===== config.mk =====
export PLATFORM = sky130hd
export DESIGN_NAME = nibble_add_sequencer
export DESIGN_NICKNAME = d
export VERILOG_FILES = /design/src/rtl/nibble_add_sequencer.sv
export SDC_FILE = /design/constraint.sdc
export NUM_CORES = 1
export LEC_CHECK = 0
export CORE_MARGIN = 5
export CORE_UTILIZATION = 55
export CTS_BUF_LIST = sky130_fd_sc_hd__clkbuf_16
export DETAILED_ROUTE_END_ITERATION = 8
export PLACE_DENSITY = 0.84
export SYNTH_ARGS = -nofsm -noshare
export SYNTH_HDL_FRONTEND = slang
export SYNTH_SLANG_ARGS = --single-unit

===== constraint.sdc =====
create_clock -name clk -period 6.7 [get_ports clk]
set_input_delay 1.34 -clock clk [delete_from_list [all_inputs] [get_ports clk]]
set_output_delay 1.34 -clock clk [all_outputs]
set_load 0.03 [all_outputs]

===== src/rtl/nibble_add_sequencer.sv =====
// Multi-cycle W-bit add/subtract that walks one shared 4-bit adder across the operand nibbles.
// Optional macro NIBBLE_ADD_OVF_EN adds a registered signed-overflow output ovf.

module four_bit_adder (
  input  logic [3:0] a,
  input  logic [3:0] b,
  input  logic       ci,
  output logic [3:0] s,
  output logic       co
);
  logic [4:0] total;

  assign total = 5'(a) + 5'(b) + 5'(ci);
  assign s     = total[3:0];
  assign co    = total[4];
endmodule

module nibble_add_sequencer #(
  parameter int unsigned NIBBLES = 8
) (
  input  logic                   clk,
  input  logic                   reset_n,
  input  logic                   start,
  output logic                   start_ready,
  input  logic                   sub,
  input  logic [4*NIBBLES-1:0]   a,
  input  logic [4*NIBBLES-1:0]   b,
  input  logic                   cin,
  output logic                   res_valid,
  input  logic                   res_ready,
  output logic [4*NIBBLES-1:0]   sum,
  output logic                   cout,
  output logic                   busy
`ifdef NIBBLE_ADD_OVF_EN
  ,
  output logic                   ovf
`endif
);

  localparam int unsigned W  = 4 * NIBBLES;
  localparam int unsigned IW = (NIBBLES > 1) ? $clog2(NIBBLES) : 1;

  typedef enum logic [1:0] {
    IDLE = 2'd0,
    RUN  = 2'd1,
    DONE = 2'd2
  } state_t;

  state_t          state, state_next;
  logic [IW-1:0]   idx, idx_next;
  logic            carry, carry_next;
  logic [W-1:0]    a_q, a_q_next;
  logic [W-1:0]    b_q, b_q_next;
  logic [W-1:0]    sum_next;
  logic            cout_next;
  logic [3:0]      add_a, add_b, add_s;
  logic            add_co;
`ifdef NIBBLE_ADD_OVF_EN
  logic            ovf_next;
`endif

  // The only adder on the datapath; it is time-shared across all nibbles.
  four_bit_adder u_four_bit_adder (
    .a  (add_a),
    .b  (add_b),
    .ci (carry),
    .s  (add_s),
    .co (add_co)
  );

  // Next-state and datapath updates.
  always_comb begin
    state_next = state;
    idx_next   = idx;
    carry_next = carry;
    a_q_next   = a_q;
    b_q_next   = b_q;
    sum_next   = sum;
    cout_next  = cout;
`ifdef NIBBLE_ADD_OVF_EN
    ovf_next   = ovf;
`endif
    add_a      = '0;
    add_b      = '0;

    for (int i = 0; i < int'(NIBBLES); i++) begin
      if (idx == IW'(i)) begin
        add_a = a_q[4*i +: 4];
        add_b = b_q[4*i +: 4];
      end
    end

    case (state)
      IDLE: begin
        if (start) begin
          a_q_next   = a;
          b_q_next   = sub ? ~b : b;
          carry_next = sub ? 1'b1 : cin;
          idx_next   = '0;
          state_next = RUN;
        end
      end

      RUN: begin
        for (int i = 0; i < int'(NIBBLES); i++) begin
          if (idx == IW'(i)) sum_next[4*i +: 4] = add_s;
        end
        carry_next = add_co;
        idx_next   = idx + IW'(1);
        if (idx == IW'(NIBBLES - 1)) begin
          cout_next  = add_co;
`ifdef NIBBLE_ADD_OVF_EN
          ovf_next   = (a_q[W-1] == b_q[W-1]) && (sum_next[W-1] != a_q[W-1]);
`endif
          idx_next   = '0;
          state_next = DONE;
        end
      end

      DONE: begin
        if (res_ready) state_next = IDLE;
      end

      default: state_next = IDLE;
    endcase
  end

  // State register; status flags are registered copies of the next-state decode.
  always_ff @(posedge clk) begin
    if (!reset_n) begin
      state       <= IDLE;
      idx         <= '0;
      carry       <= 1'b0;
      a_q         <= '0;
      b_q         <= '0;
      sum         <= '0;
      cout        <= 1'b0;
      start_ready <= 1'b1;
      busy        <= 1'b0;
      res_valid   <= 1'b0;
`ifdef NIBBLE_ADD_OVF_EN
      ovf         <= 1'b0;
`endif
    end else begin
      state       <= state_next;
      idx         <= idx_next;
      carry       <= carry_next;
      a_q         <= a_q_next;
      b_q         <= b_q_next;
      sum         <= sum_next;
      cout        <= cout_next;
      start_ready <= (state_next == IDLE);
      busy        <= (state_next != IDLE);
      res_valid   <= (state_next == DONE);
`ifdef NIBBLE_ADD_OVF_EN
      ovf         <= ovf_next;
`endif
    end
  end

endmodule

[Yosys cells after proc, flatten, opt, wreduce, memory -nomap -nowiden]
Cells that the tools add are included.
Cells by class
  add/sub/neg operators: 3
  equality and inequality tests: 11
  muxes and demuxes: 27
  bitwise gates (word level): 1
  reductions and logical operators: 15
Operator list (number)
  2-to-1 mux 4 bit: 16
  2-to-1 mux 32 bit: 1
  NOT 32 bit: 1
  AND reduction 2 bit: 10
  == test 3 bit, second input constant: 4
  == test 3 x 2 -> 1 bit, second input constant: 2
  2-to-1 mux 2 bit: 3
  2-to-1 mux 3 bit: 2
  case mux 2 bit (3 select lines): 1
  case mux 3 bit (2 select lines): 1
  adder 4 x 4 -> 5 bit: 1
  adder 5 x 1 -> 5 bit: 1
  == test 2 bit, second input constant: 2
  logical NOT 2 bit: 2
  nonzero test 2 bit: 2
  adder 3 x 1 -> 3 bit, second input constant: 1
  == test 3 x 1 -> 1 bit, second input constant: 1
  logical NOT 3 bit: 1
  == test 2 x 1 -> 1 bit, second input constant: 1
  2-to-1 mux 1 bit: 2
  != test 2 bit, second input constant: 1
  case mux 1 bit (2 select lines): 1
Word-level totals
  register bits: 106
  input port bits: 70
  output and inout bits: 36
  word-level logic and storage cells: 74

[Logic depth before layout (Yosys ltp)]
Gate-level depths: netlist (run 1).
  word-level depth: 12
  gate-level depth with buffers: 16
  mapped depth without buffers: 12

[Modules after synthesis]
A second synthesis (run 1) with hierarchy kept.
Unflattened totals
  cell total of the unflattened synthesis: 605
  area, all modules: 5230.0 µm²
By module, submodules not included
  nibble_add_sequencer: instances 1, cells each 589, area an instance 5086.1 µm², seq. area each 2122.0 µm²
  four_bit_adder: instances 1, cells each 16, area an instance 143.9 µm², seq. area each 0.0 µm²

[Worst setup path after synthesis (run 1)]
OpenSTA, ideal clock, no wires.
  kind: register to register
  start: register idx[2]
  end: register sum[14]
  setup time: 0.116 ns
  arrival: 3.098 ns
  required time: 6.584 ns
  slack: 3.485 ns
  stages on the path, launching flop included: 16
  path buffers: 4
  period minus slack after synthesis: 3.215 ns
  path through: dfxtp_1 buf_4 inv_1 buf_2 ha_1 buf_2 buf_2 nor3b_1 o32ai_1 a21oi_1 o21ai_1 fa_1 fa_1 xnor2_1 nand2_1 o211a_1
Between the ends
  cells in the longest elaborated chain, start to end: 11
  elaborated cells between the ends (all ways): 27
  classes of those cells: add/sub: 2; eq/ne: 7; mux: 16; reduce/logical: 2
RTL lines
  start: declaration: RTL line 50  | logic [IW-1:0] idx, idx_next;
  start signal: assignment: RTL line 146  | idx <= idx_next;
  logical NOT 3 bit: RTL line 87  | if (idx == IW'(i)) begin
  2-to-1 mux 4 bit (8 in series): RTL line 87
  adder 4 x 4 -> 5 bit: RTL line 13  | assign total = 5'(a) + 5'(b) + 5'(ci);
  adder 5 x 1 -> 5 bit: RTL line 13
  end signal: assignment: RTL line 150  | sum <= sum_next;
  end: declaration: RTL line 31  | output logic [4*NIBBLES-1:0] sum,
Parallel ways exist; a longest one is shown, timed or not.
A chain may end at the register's enable or synchronous reset.

[Worst setup path in the final report (run 1)]
  start: register idx[2]
  end: register sum[3]
Between the ends
  cells in the longest elaborated chain, start to end: 11
  elaborated cells between the ends (all ways): 27
  classes of those cells: add/sub: 2; eq/ne: 7; mux: 16; reduce/logical: 2
RTL lines (RTL line)
  logical NOT 3 bit: 87, 106
  2-to-1 mux 4 bit (8 in series): 87
  adder 4 x 4 -> 5 bit: 13
  adder 5 x 1 -> 5 bit: 13
Parallel ways exist; a longest one is shown, timed or not.

==> flow_summary_export.csv, run 1 <==
group,metric,value,unit
global_routing,track_usage,23.0,%
clock_tree,ctsResizeCount,0,
setup_path,required,6.91,ns
setup_path,worst_ep_arrival_time,4.99,ns
sta,hold_violations,0,
sta,fin_ws,1.92,ns
layout,n_antenna_cell,0,
power,power.density,214,nW/um2
logic_synthesis,syn_avg_cell_area,8.58,um2
floorplan,initial_utilization,56.8,%
logic_synthesis,seq_area_frac_synth,40.0,%
placement,dp_hpwl,9540,um
detailed_routing,maxUsedRoutingLayer,"met4",
detailed_routing,drt_wl_total,13000,um
global_routing,grt_pass1_vias,4525,
detailed_routing,drcViolationCount,0,
logic_synthesis,synth_commonest_cells,"nand2_1 (163), dfxtp_1 (106), a21boi_0 (50)",
setup_path,r2r_end,"sum[3]",
setup_path,critPathLaunchType,"flop",
logic_synthesis,yosysMostFrequentCell,"nand2_1",
global_routing,antenna_found_initial,0,
setup_path,r2r_slack,1.92,ns
outcome,status,"finished, final reports clean",
sta,timing.fmax,209,MHz
detailed_routing,postRouteAntennaNets,0,
clock_tree,cts_sinks,106,
worst_hold_path,hold_path_end,"sum[16]",
clock_tree,insertion_delay,0.34,ns
layout,fin_util,70.1,%
placement,place_inst,806,
clock_tree,max-clock-path-buffers,2,
detailed_routing,wl_met1,5420,um
detailed_routing,routed-wl-met2,6630,um
worst_hold_path,worstHoldPathCells,2,
logic_synthesis,syn_area,5300,um2
logic_synthesis,synth_area_leaders,"dfxtp_1 (40%), nand2_1 (12%), o211a_1 (7.7%), a21boi_0 (7.1%), xnor2_1 (5.5%)",
power,leakage,2.69,nW
detailed_routing,post_drt_wl_per_cell,15.8,um
sta,holdWs,0.465,ns
floorplan,core,9330,um2
placement,place.gp.congestion,0.920,
layout,nFillCells,786,
floorplan,dieArea,11700,um2
logic_synthesis,async_reset_ff_share,0,%
sta,rsz0062_at_grt,"no",
worst_hold_path,hold_path_class,"reg -> reg",
logic_synthesis,synth_fp_nets,699,
floorplan,die_y,108,um
layout,layout.cells.non_filler,822,
global_routing,grt_max_degree,98,
logic_synthesis,synth_cell_types,44,
job,drv_cap,0,
clock_tree,cts_root_buf,"clkbuf_16",
sta,relSlewSlack,29.6,%
clock_tree,post_cts_buffers,0,
setup_path,r2r-start,"idx[2]",
sta,min_period,4.78,ns
detailed_routing,vias,4597,
logic_synthesis,synth_top_area_share,40.0,%
sta,setup_violations,0,
global_routing,grt-ovfl-total,0,
logic_synthesis,synth.largest_area_cell,"dfxtp_1",
clock_tree,cts_tree,"done",
floorplan,io_pins,106,
clock_tree,cts_hold_buf,0,
clock_tree,cts_buffers,9,
logic_synthesis,ys_warn_count,0,
detailed_routing,first_iter_violations,165,
setup_path,end_kind,"flop",
detailed_routing,vias_per_cell,5.59,
layout,synthToLayoutAreaGrowth,23.3,%
worst_hold_path,hp-start,"sum[16]",
sta,tightest_slew,1.06,ns
placement,port_buffers,105,
detailed_routing,met3WireLength,730,um
logic_synthesis,synth_edf_count,0,
placement,placed_area,6270,um2
detailed_routing,drtPass1Iterations,5,
layout,layout-drive-gt1-share,4.91,%
setup_path,worst-path-max-fanout,20,
layout,nets,769,
sta,tns,0,ns
power,power,1.40,mW
layout,postLayoutCellArea,6540,um2
clock_tree,cts.clk_slew.worst_paths,0.07,ns
global_routing,grt_pass1_wl,21600,um
clock_tree,cts_max_level,3,
sta,period_share,71.3,%
sta,skew,0.00438,ns
floorplan,rows,35,
logic_synthesis,netlist_instances,618,
floorplan,die_w,108,um
power,ir_drop,165,uV
setup_path,r2r_cells,11,
logic_synthesis,ys_seq_elements,106,
placement,place_ws,2.04,ns
logic_synthesis,synth_ff_type,"dfxtp_1",
setup_path,crit_type,"reg -> reg",
sta,maxSlewViolCount,0,
## report_power, final
part	internal [mW]	switching, mW
Sequential	0.664	0.0233
Clock	0.248	0.227
Combinational	0.115	0.123
Total	1.03	0.374
## area by class of cell
cell class	instances	area, um2	area share [%]
clock buffer	9	225	3.45
timing repair buffer	107	1060	16.2
tap	129	161	2.47
multi-input combinational	451	2880	44.1
inverter	13	48.8	0.747
clock inverter	7	38.8	0.593
sequential	106	2120	32.5
## critical path: stages (launching register included)
cell,delay (ns)
dfxtp_1,0.84
inv_1,0.44
ha_1,0.57
nor2_2,0.39
o21a_1,0.19
a211oi_2,0.07
o41ai_2,0.47
ha_1,0.31
a21o_1,0.17
a21oi_1,0.82
nand3_1,0.19
o311ai_0,0.18
## flip-flops by register name (all words and copies together), names as in the netlist
signal       cells
a_q             32
sum             32
busy             1
idx              3
start_ready      1
carry            1
b_q             32
state            2
cout             1
res_valid        1
## kinds of logic (layout without fill, tap and decap cells)
group	after synthesis	in the layout	synth area share, %
xor gates and xnor gates	33	33	5.45
buffers and inverters	61	136	5.59
muxes	1	1	0.189
and+or+nand+nor	233	233	19.9
adders and majority gates	11	11	2.88
DFF	106	106	40.0
AOI/OAI and AO/OA	173	173	26.0
## routing by layer
layer  up-vias  GRT usage (%)
met3        15           5.31
met5         -              0
met4         0           5.95
met2       137           40.4
li1       2266              -
met1      2179           28.4
## placed cells by master (no fill, tap or decap), drive strengths merged, types with 5 or more instances in the layout
| cell | instances |
|---|---|
| inv | 14 |
| and2 | 6 |
| clkbuf | 9 |
| clkdlybuf4s50 | 103 |
| a21oi | 31 |
| ha | 9 |
| o211ai | 5 |
| xnor2 | 33 |
| o211a | 41 |
| dfxtp | 106 |
| o311ai | 8 |
| o21ai | 10 |
| nand2 | 164 |
| nand3 | 19 |
| nor2b | 7 |
| nor3b | 12 |
| o32ai | 8 |
| a21boi | 50 |
| nor2 | 16 |
## worst max path at each step
stage | from | endpoint | depth (start not counted)
6_report | idx[2] | sum[3] | 11
5_1_grt | idx[2] | sum[3] | 11
4_1_cts | idx[2] | sum[3] | 11
3_5_place_dp | idx[2] | sum[3] | 11
3_3_place_gp | idx[2] | sum[31] | 10
2_1_floorplan | idx[2] | sum[14] | 15
(Power assumes the default switching activity.)
==> inputs of run 2 (changes only) <==
--- a/config.mk
+++ b/config.mk
@@ -6,10 +6,10 @@
 export NUM_CORES = 1
 export LEC_CHECK = 0
 export CORE_MARGIN = 5
-export CORE_UTILIZATION = 55
+export CORE_UTILIZATION = 47
 export CTS_BUF_LIST = sky130_fd_sc_hd__clkbuf_16
 export DETAILED_ROUTE_END_ITERATION = 8
-export PLACE_DENSITY = 0.84
+export PLACE_DENSITY = 0.77
 export SYNTH_ARGS = -nofsm -noshare
 export SYNTH_HDL_FRONTEND = slang
 export SYNTH_SLANG_ARGS = --single-unit
==> constraint.sdc (replaced) <==
create_clock -name clk -period 4.2 [get_ports clk]
set_input_delay 0.84 -clock clk [delete_from_list [all_inputs] [get_ports clk]]
set_output_delay 0.84 -clock clk [all_outputs]
set_load 0.03 [all_outputs]
==> run 2 against run 1 <==
Compared with the run above: utilization shrank 9.4 points; routed wire length increased by 3.0%; power is 68% higher; combinational power grew 64%; worst setup slack lost 1.6 ns; design area grew 1.5%; global-route usage shrank 2.8 points; highest routed layer unchanged; non-clock buffer count up 3; hold slack better by 0.0049 ns; die area grew 15%.
==> flow_summary_export.csv, run 2 (synthesis gave the netlist of run 1 again) <==
group,metric,value,unit
global_routing,met3_usage,3.32,%
setup_path,crit_family,"adder cells",
layout,synthToLayoutAreaGrowth,25.1,%
detailed_routing,drcViolationCount,0,
placement,place.gp.congestion,0.937,
layout,nFillCells,988,
clock_tree,post_cts_buffers,0,
clock_tree,cts_root_buf,"clkbuf_16",
detailed_routing,vias,4649,
floorplan,dieArea,13500,um2
setup_path,crit_type,"reg -> reg",
floorplan,core,10900,um2
detailed_routing,postRouteAntennaNets,0,
sta,tns,0,ns
job,drv_cap,0,
clock_tree,cts.clk_slew.worst_paths,0.07,ns
sta,period_share,91.6,%
sta,relSlewSlack,31.0,%
sta,maxSlewViolCount,0,
sta,setup_violations,0,
global_routing,busiest_layer,"met2",
floorplan,io_pins,106,
layout,most-common-layout-cells,"nand2_1 (163), dfxtp_1 (106), clkdlybuf4s50_1 (103)",
global_routing,met1_usage,25.1,%
clock_tree,cts_buffers,9,
clock_tree,ctsResizeCount,0,
detailed_routing,vias_per_cell,5.56,
setup_path,end_kind,"flop",
layout,postLayoutCellArea,6630,um2
sta,timing.fmax,260,MHz
worst_hold_path,hold_path_class,"reg -> reg",
setup_path,r2r_slack,0.35,ns
detailed_routing,first_iter_violations,345,
clock_tree,max-clock-path-buffers,2,
setup_path,worst-path-max-fanout,17,
global_routing,grt-ovfl-total,0,
setup_path,required,4.43,ns
detailed_routing,post_drt_wl_per_cell,16.0,um
layout,nets,772,
clock_tree,cts_tree,"done",
setup_path,crit_chain,"inv_1, ha_1, nor2_2, o21a_1, a211oi_2, o41ai_2, fa_1, fa_1, xnor2_1, nand2_1, o211a_1",
setup_path,worst_ep_arrival_time,4.08,ns
global_routing,antenna_found_initial,0,
layout,final_common_cell,"nand2_1",
floorplan,initial_utilization,48.5,%
outcome,status,"finished, final reports clean",
sta,hold_violations,0,
sta,rsz0062_at_grt,"no",
clock_tree,cts_max_level,3,
global_routing,grt_pass1_vias,4557,
placement,port_buffers,105,
placement,placed_area,6320,um2
sta,tightest_slew,1.04,ns
setup_path,worst_path_max_delay_cell,"ha_1",
detailed_routing,drtPass1Iterations,5,
global_routing,grt_util_met2,35.7,%
power,leakage,2.74,nW
floorplan,die_w,116,um
global_routing,track_usage,20.2,%
layout,n_antenna_cell,0,
floorplan,rows,38,
global_routing,grt_pass1_wl,21900,um
detailed_routing,drt_wl_total,13400,um
setup_path,max_stage_delay,0.66,ns
clock_tree,cts_sinks,106,
placement,dp_hpwl,9980,um
setup_path,crit_top_cell,"fa_1",
setup_path,critPathLaunchType,"flop",
setup_path,path_buf_inv,1,
power,power.density,355,nW/um2
layout,layout-drive-gt1-share,5.60,%
layout,top_regs,"a_q x32, b_q x32, sum x32",
power,ir_drop,240,uV
sta,skew,0.00569,ns
clock_tree,cts_hold_buf,0,
global_routing,grt_max_degree,92,
sta,min_period,3.85,ns
clock_tree,insertion_delay,0.34,ns
floorplan,die_y,116,um
-- run 2: path summary, 6_finish.rpt --
path | from | end | cells past startpoint
setup / recovery | idx[2] | sum[14] | 11
hold / removal | sum[29] | sum[29] | 2
setup reg to reg | idx[2] | sum[14] | 11
hold reg to reg | sum[29] | sum[29] | 2
-- run 2: per-layer routing --
layer  vias to the layer above  share of wire [%]
met5                         -                  0
met4                         0                1.9
met3                        25                5.5
met2                       156                 51
met1                      2199                 42
li1                       2269                  -
-- run 2: cell type report --
class	instances	area, um2	area share (%)
clock buffer	9	225	3.40
multi-input combinational	451	2880	43.5
tap	140	175	2.64
sequential	106	2120	32.0
timing repair buffer	110	1090	16.5
inverter	13	48.8	0.736
clock inverter	7	85.1	1.28
-- run 2: power by group --
part | internal (mW) | switching, mW | leakage [nW] | total [mW]
Clock | 0.516 | 0.351 | 0.154 | 0.867
Sequential | 1.06 | 0.0382 | 0.868 | 1.10
Combinational | 0.187 | 0.204 | 1.72 | 0.391
Total | 1.76 | 0.593 | 2.74 | 2.36
-- run 2: metrics by stage --
| step | power [mW] | hold WS, ns | setup WS, ns | cells | utilization [%] |
|---|---|---|---|---|---|
| 4_1_cts | 2.37 | 0.473 | 0.414 | 836 | 60.6 |
| 5_1_grt | 2.46 | 0.496 | 0.134 | 836 | 60.6 |
| 3_5_place_dp | 1.51 | 0.464 | 0.500 | 820 | 57.8 |
| 6_report | 2.36 | 0.470 | 0.352 | 836 | 60.6 |
| 3_3_place_gp | 1.50 | 0.456 | 0.687 | 820 | 57.8 |
| 2_1_floorplan | 1.36 | 0.443 | 0.985 | 618 | - |
-- run 2: worst reg2reg max path, cell delays in order (launching register included) --
cell	delay, ns
dfxtp_1	0.32
inv_1	0.35
ha_1	0.66
nor2_2	0.20
o21a_1	0.17
a211oi_2	0.20
o41ai_2	0.13
fa_1	0.47
fa_1	0.44
xnor2_1	0.51
nand2_1	0.14
o211a_1	0.16
==> inputs of run 3 (changes only) <==
--- a/config.mk
+++ b/config.mk
@@ -5,6 +5,7 @@
 export SDC_FILE = /design/constraint.sdc
 export NUM_CORES = 1
 export LEC_CHECK = 0
+export CAP_MARGIN = 25
 export CORE_MARGIN = 5
 export CORE_UTILIZATION = 47
 export CTS_BUF_LIST = sky130_fd_sc_hd__clkbuf_16
==> run 3 against run 2 <==
Compared with the run above: first-iteration DRC count grew 3.2%; maximum frequency grew 0.84%; worst setup slack gained 0.032 ns; flip-flop and latch count is the same; routed wire length is essentially flat; global-route usage is the same; sequential share of layout area shrank 0.13 points; count of clock-buffer cells in the layout is the same; critical path depth is the same; sequential power is essentially flat; via count shrank 0.60%; utilization grew 0.25 points; critical endpoint unchanged; highest routed layer unchanged.
==> flow_summary_export.csv, run 3 (synthesis gave the netlist of run 1 again) <==
group,metric,value,unit
power,ir_drop,241,uV
sta,tightest_slew,1.03,ns
placement,place.gp.congestion,0.937,
setup_path,crit_type,"reg -> reg",
setup_path,worst_path_max_delay_cell,"ha_1",
power,p_sw,0.599,mW
clock_tree,cts_sinks,106,
clock_tree,max-clock-path-buffers,2,
setup_path,r2r_slack,0.38,ns
clock_tree,cts_buffers,9,
placement,placed_area,6320,um2
placement,port_buffers,105,
clock_tree,post_cts_buffers,0,
clock_tree,cts_root_buf,"clkbuf_16",
sta,relSlewSlack,31.1,%
power,leakage,2.75,nW
layout,synthToLayoutAreaGrowth,25.6,%
power,clockPowerShare,36.9,%
layout,most-common-layout-cells,"nand2_1 (163), dfxtp_1 (106), clkdlybuf4s50_1 (103)",
power,power.density,355,nW/um2
layout,final_common_cell,"nand2_1",
setup_path,worst_ep_arrival_time,4.05,ns
detailed_routing,postRouteAntennaNets,0,
detailed_routing,first_iter_violations,356,
setup_path,worst-path-max-fanout,17,
setup_path,r2r_cells,11,
sta,hold_violations,0,
power,comb_power_share,16.7,%
floorplan,io_pins,106,
setup_path,r2r-start,"idx[2]",
placement,place_ws,0.500,ns
detailed_routing,drtPass1Iterations,5,
job,drv_cap,0,
detailed_routing,vias_per_cell,5.52,
global_routing,grt_pass1_vias,4557,
setup_path,max_stage_delay,0.65,ns
detailed_routing,post_drt_wl_per_cell,16.0,um
floorplan,initial_utilization,48.5,%
global_routing,grt-ovfl-total,0,
setup_path,r2r_end,"sum[14]",
layout,layout-drive-gt1-share,5.74,%
sta,setup_violations,0,
sta,holdWs,0.469,ns
floorplan,die_w,116,um
floorplan,dieArea,13500,um2
detailed_routing,vias,4621,
power,p_sw_share,25.3,%
clock_tree,ctsResizeCount,0,
setup_path,crit_chain,"inv_1, ha_1, nor2_2, o21a_1, a211oi_2, o41ai_2, fa_1, fa_1, xnor2_1, nand2_1, o211a_1",
clock_tree,cts_max_level,3,
clock_tree,cts.clk_slew.worst_paths,0.07,ns
sta,tns,0,ns
power,p_int,1.77,mW
sta,rsz0062_at_grt,"no",
sta,period_share,90.9,%
outcome,status,"finished, final reports clean",
floorplan,core,10900,um2
layout,postLayoutCellArea,6660,um2
placement,dp_hpwl,9980,um
sta,timing.fmax,262,MHz
setup_path,worstSetupEndpoint,"sum[14]",
worst_hold_path,hold_path_class,"reg -> reg",
sta,maxSlewViolCount,0,
setup_path,crit_start,"idx[2]",
floorplan,die_y,116,um
global_routing,antenna_found_initial,0,
setup_path,crit_top_cell,"fa_1",
power,p_seq_share,46.4,%
global_routing,grt_max_degree,92,
global_routing,grt_pass1_wl,21900,um
layout,nets,773,
detailed_routing,drt_wl_total,13400,um
detailed_routing,drcViolationCount,0,
sta,fin_ws,0.384,ns
setup_path,required,4.43,ns
floorplan,rows,38,
clock_tree,insertion_delay,0.34,ns
clock_tree,cts_tree,"done",
setup_path,critPathLaunchType,"flop",
sta,skew,0.00766,ns
setup_path,end_kind,"flop",
global_routing,track_usage,20.2,%
clock_tree,cts_hold_buf,0,
sta,min_period,3.82,ns
layout,top_regs,"a_q x32, b_q x32, sum x32",
layout,n_antenna_cell,0,
==> run 3: through the flow <==
| stage | power [mW] | utilization (%) | std cells |
|---|---|---|---|
| after floorplan | 1.36 | - | 618 |
| after detailed placement | 1.51 | 57.8 | 820 |
| final | 2.36 | 60.9 | 837 |
| after global placement | 1.50 | 57.8 | 820 |
| after CTS | 2.37 | 60.6 | 836 |
| after global routing | 2.46 | 60.9 | 837 |
==> run 3: final cells by class <==
| cell class | instances | area [um2] |
|---|---|---|
| flip-flops and latches | 106 | 2120 |
| repair buffers | 111 | 1120 |
| well taps | 140 | 175 |
| inverters | 13 | 48.8 |
| clock buffers | 9 | 225 |
| clock inverters | 7 | 85.1 |
| fillers | 986 | 4280 |
| multi-input cells | 451 | 2880 |
==> run 3: metal layers <==
| layer | track usage [%] | up-vias | wire length, um |
|---|---|---|---|
| li1 | - | 2278 | - |
| met1 | 25.1 | 2174 | 5630 |
| met2 | 35.7 | 142 | 6780 |
| met3 | 3.32 | 27 | 698 |
| met4 | 6.57 | 0 | 253 |
| met5 | 0 | - | 0 |
==> run 3: worst min path at each step <==
| stage | startpoint | end | slack, ns | cells after the start |
|---|---|---|---|---|
| 2_1_floorplan | a_q[10] | a_q[10] | 0.44 | 2 |
| 3_3_place_gp | sum[16] | sum[16] | 0.46 | 2 |
| 3_5_place_dp | sum[29] | sum[29] | 0.46 | 2 |
| 4_1_cts | sum[29] | sum[29] | 0.47 | 2 |
| 5_1_grt | sum[16] | sum[16] | 0.49 | 2 |
| 6_report | sum[29] | sum[29] | 0.47 | 2 |
==> run 3: critical path, delay by kind of cell (launching register included) <==
family | cells | cell delay, ns
xor gates and xnor gates | 1 | 0.51
DFF | 1 | 0.32
buffers and inverters | 1 | 0.35
and+or+nand+nor | 2 | 0.33
adders and majority gates | 3 | 1.56
AOI/OAI and AO/OA | 4 | 0.65
==> run 3: power by group through the flow <==
stage | Sequential (mW) | Clock, mW | Combinational [mW]
finish | 1.10 | 0.871 | 0.395
detailed placement | 1.12 | 0 | 0.390
floorplan | 1.12 | 0 | 0.247
CTS | 1.10 | 0.876 | 0.392
global placement | 1.12 | 0 | 0.379
global route | 1.10 | 0.925 | 0.432
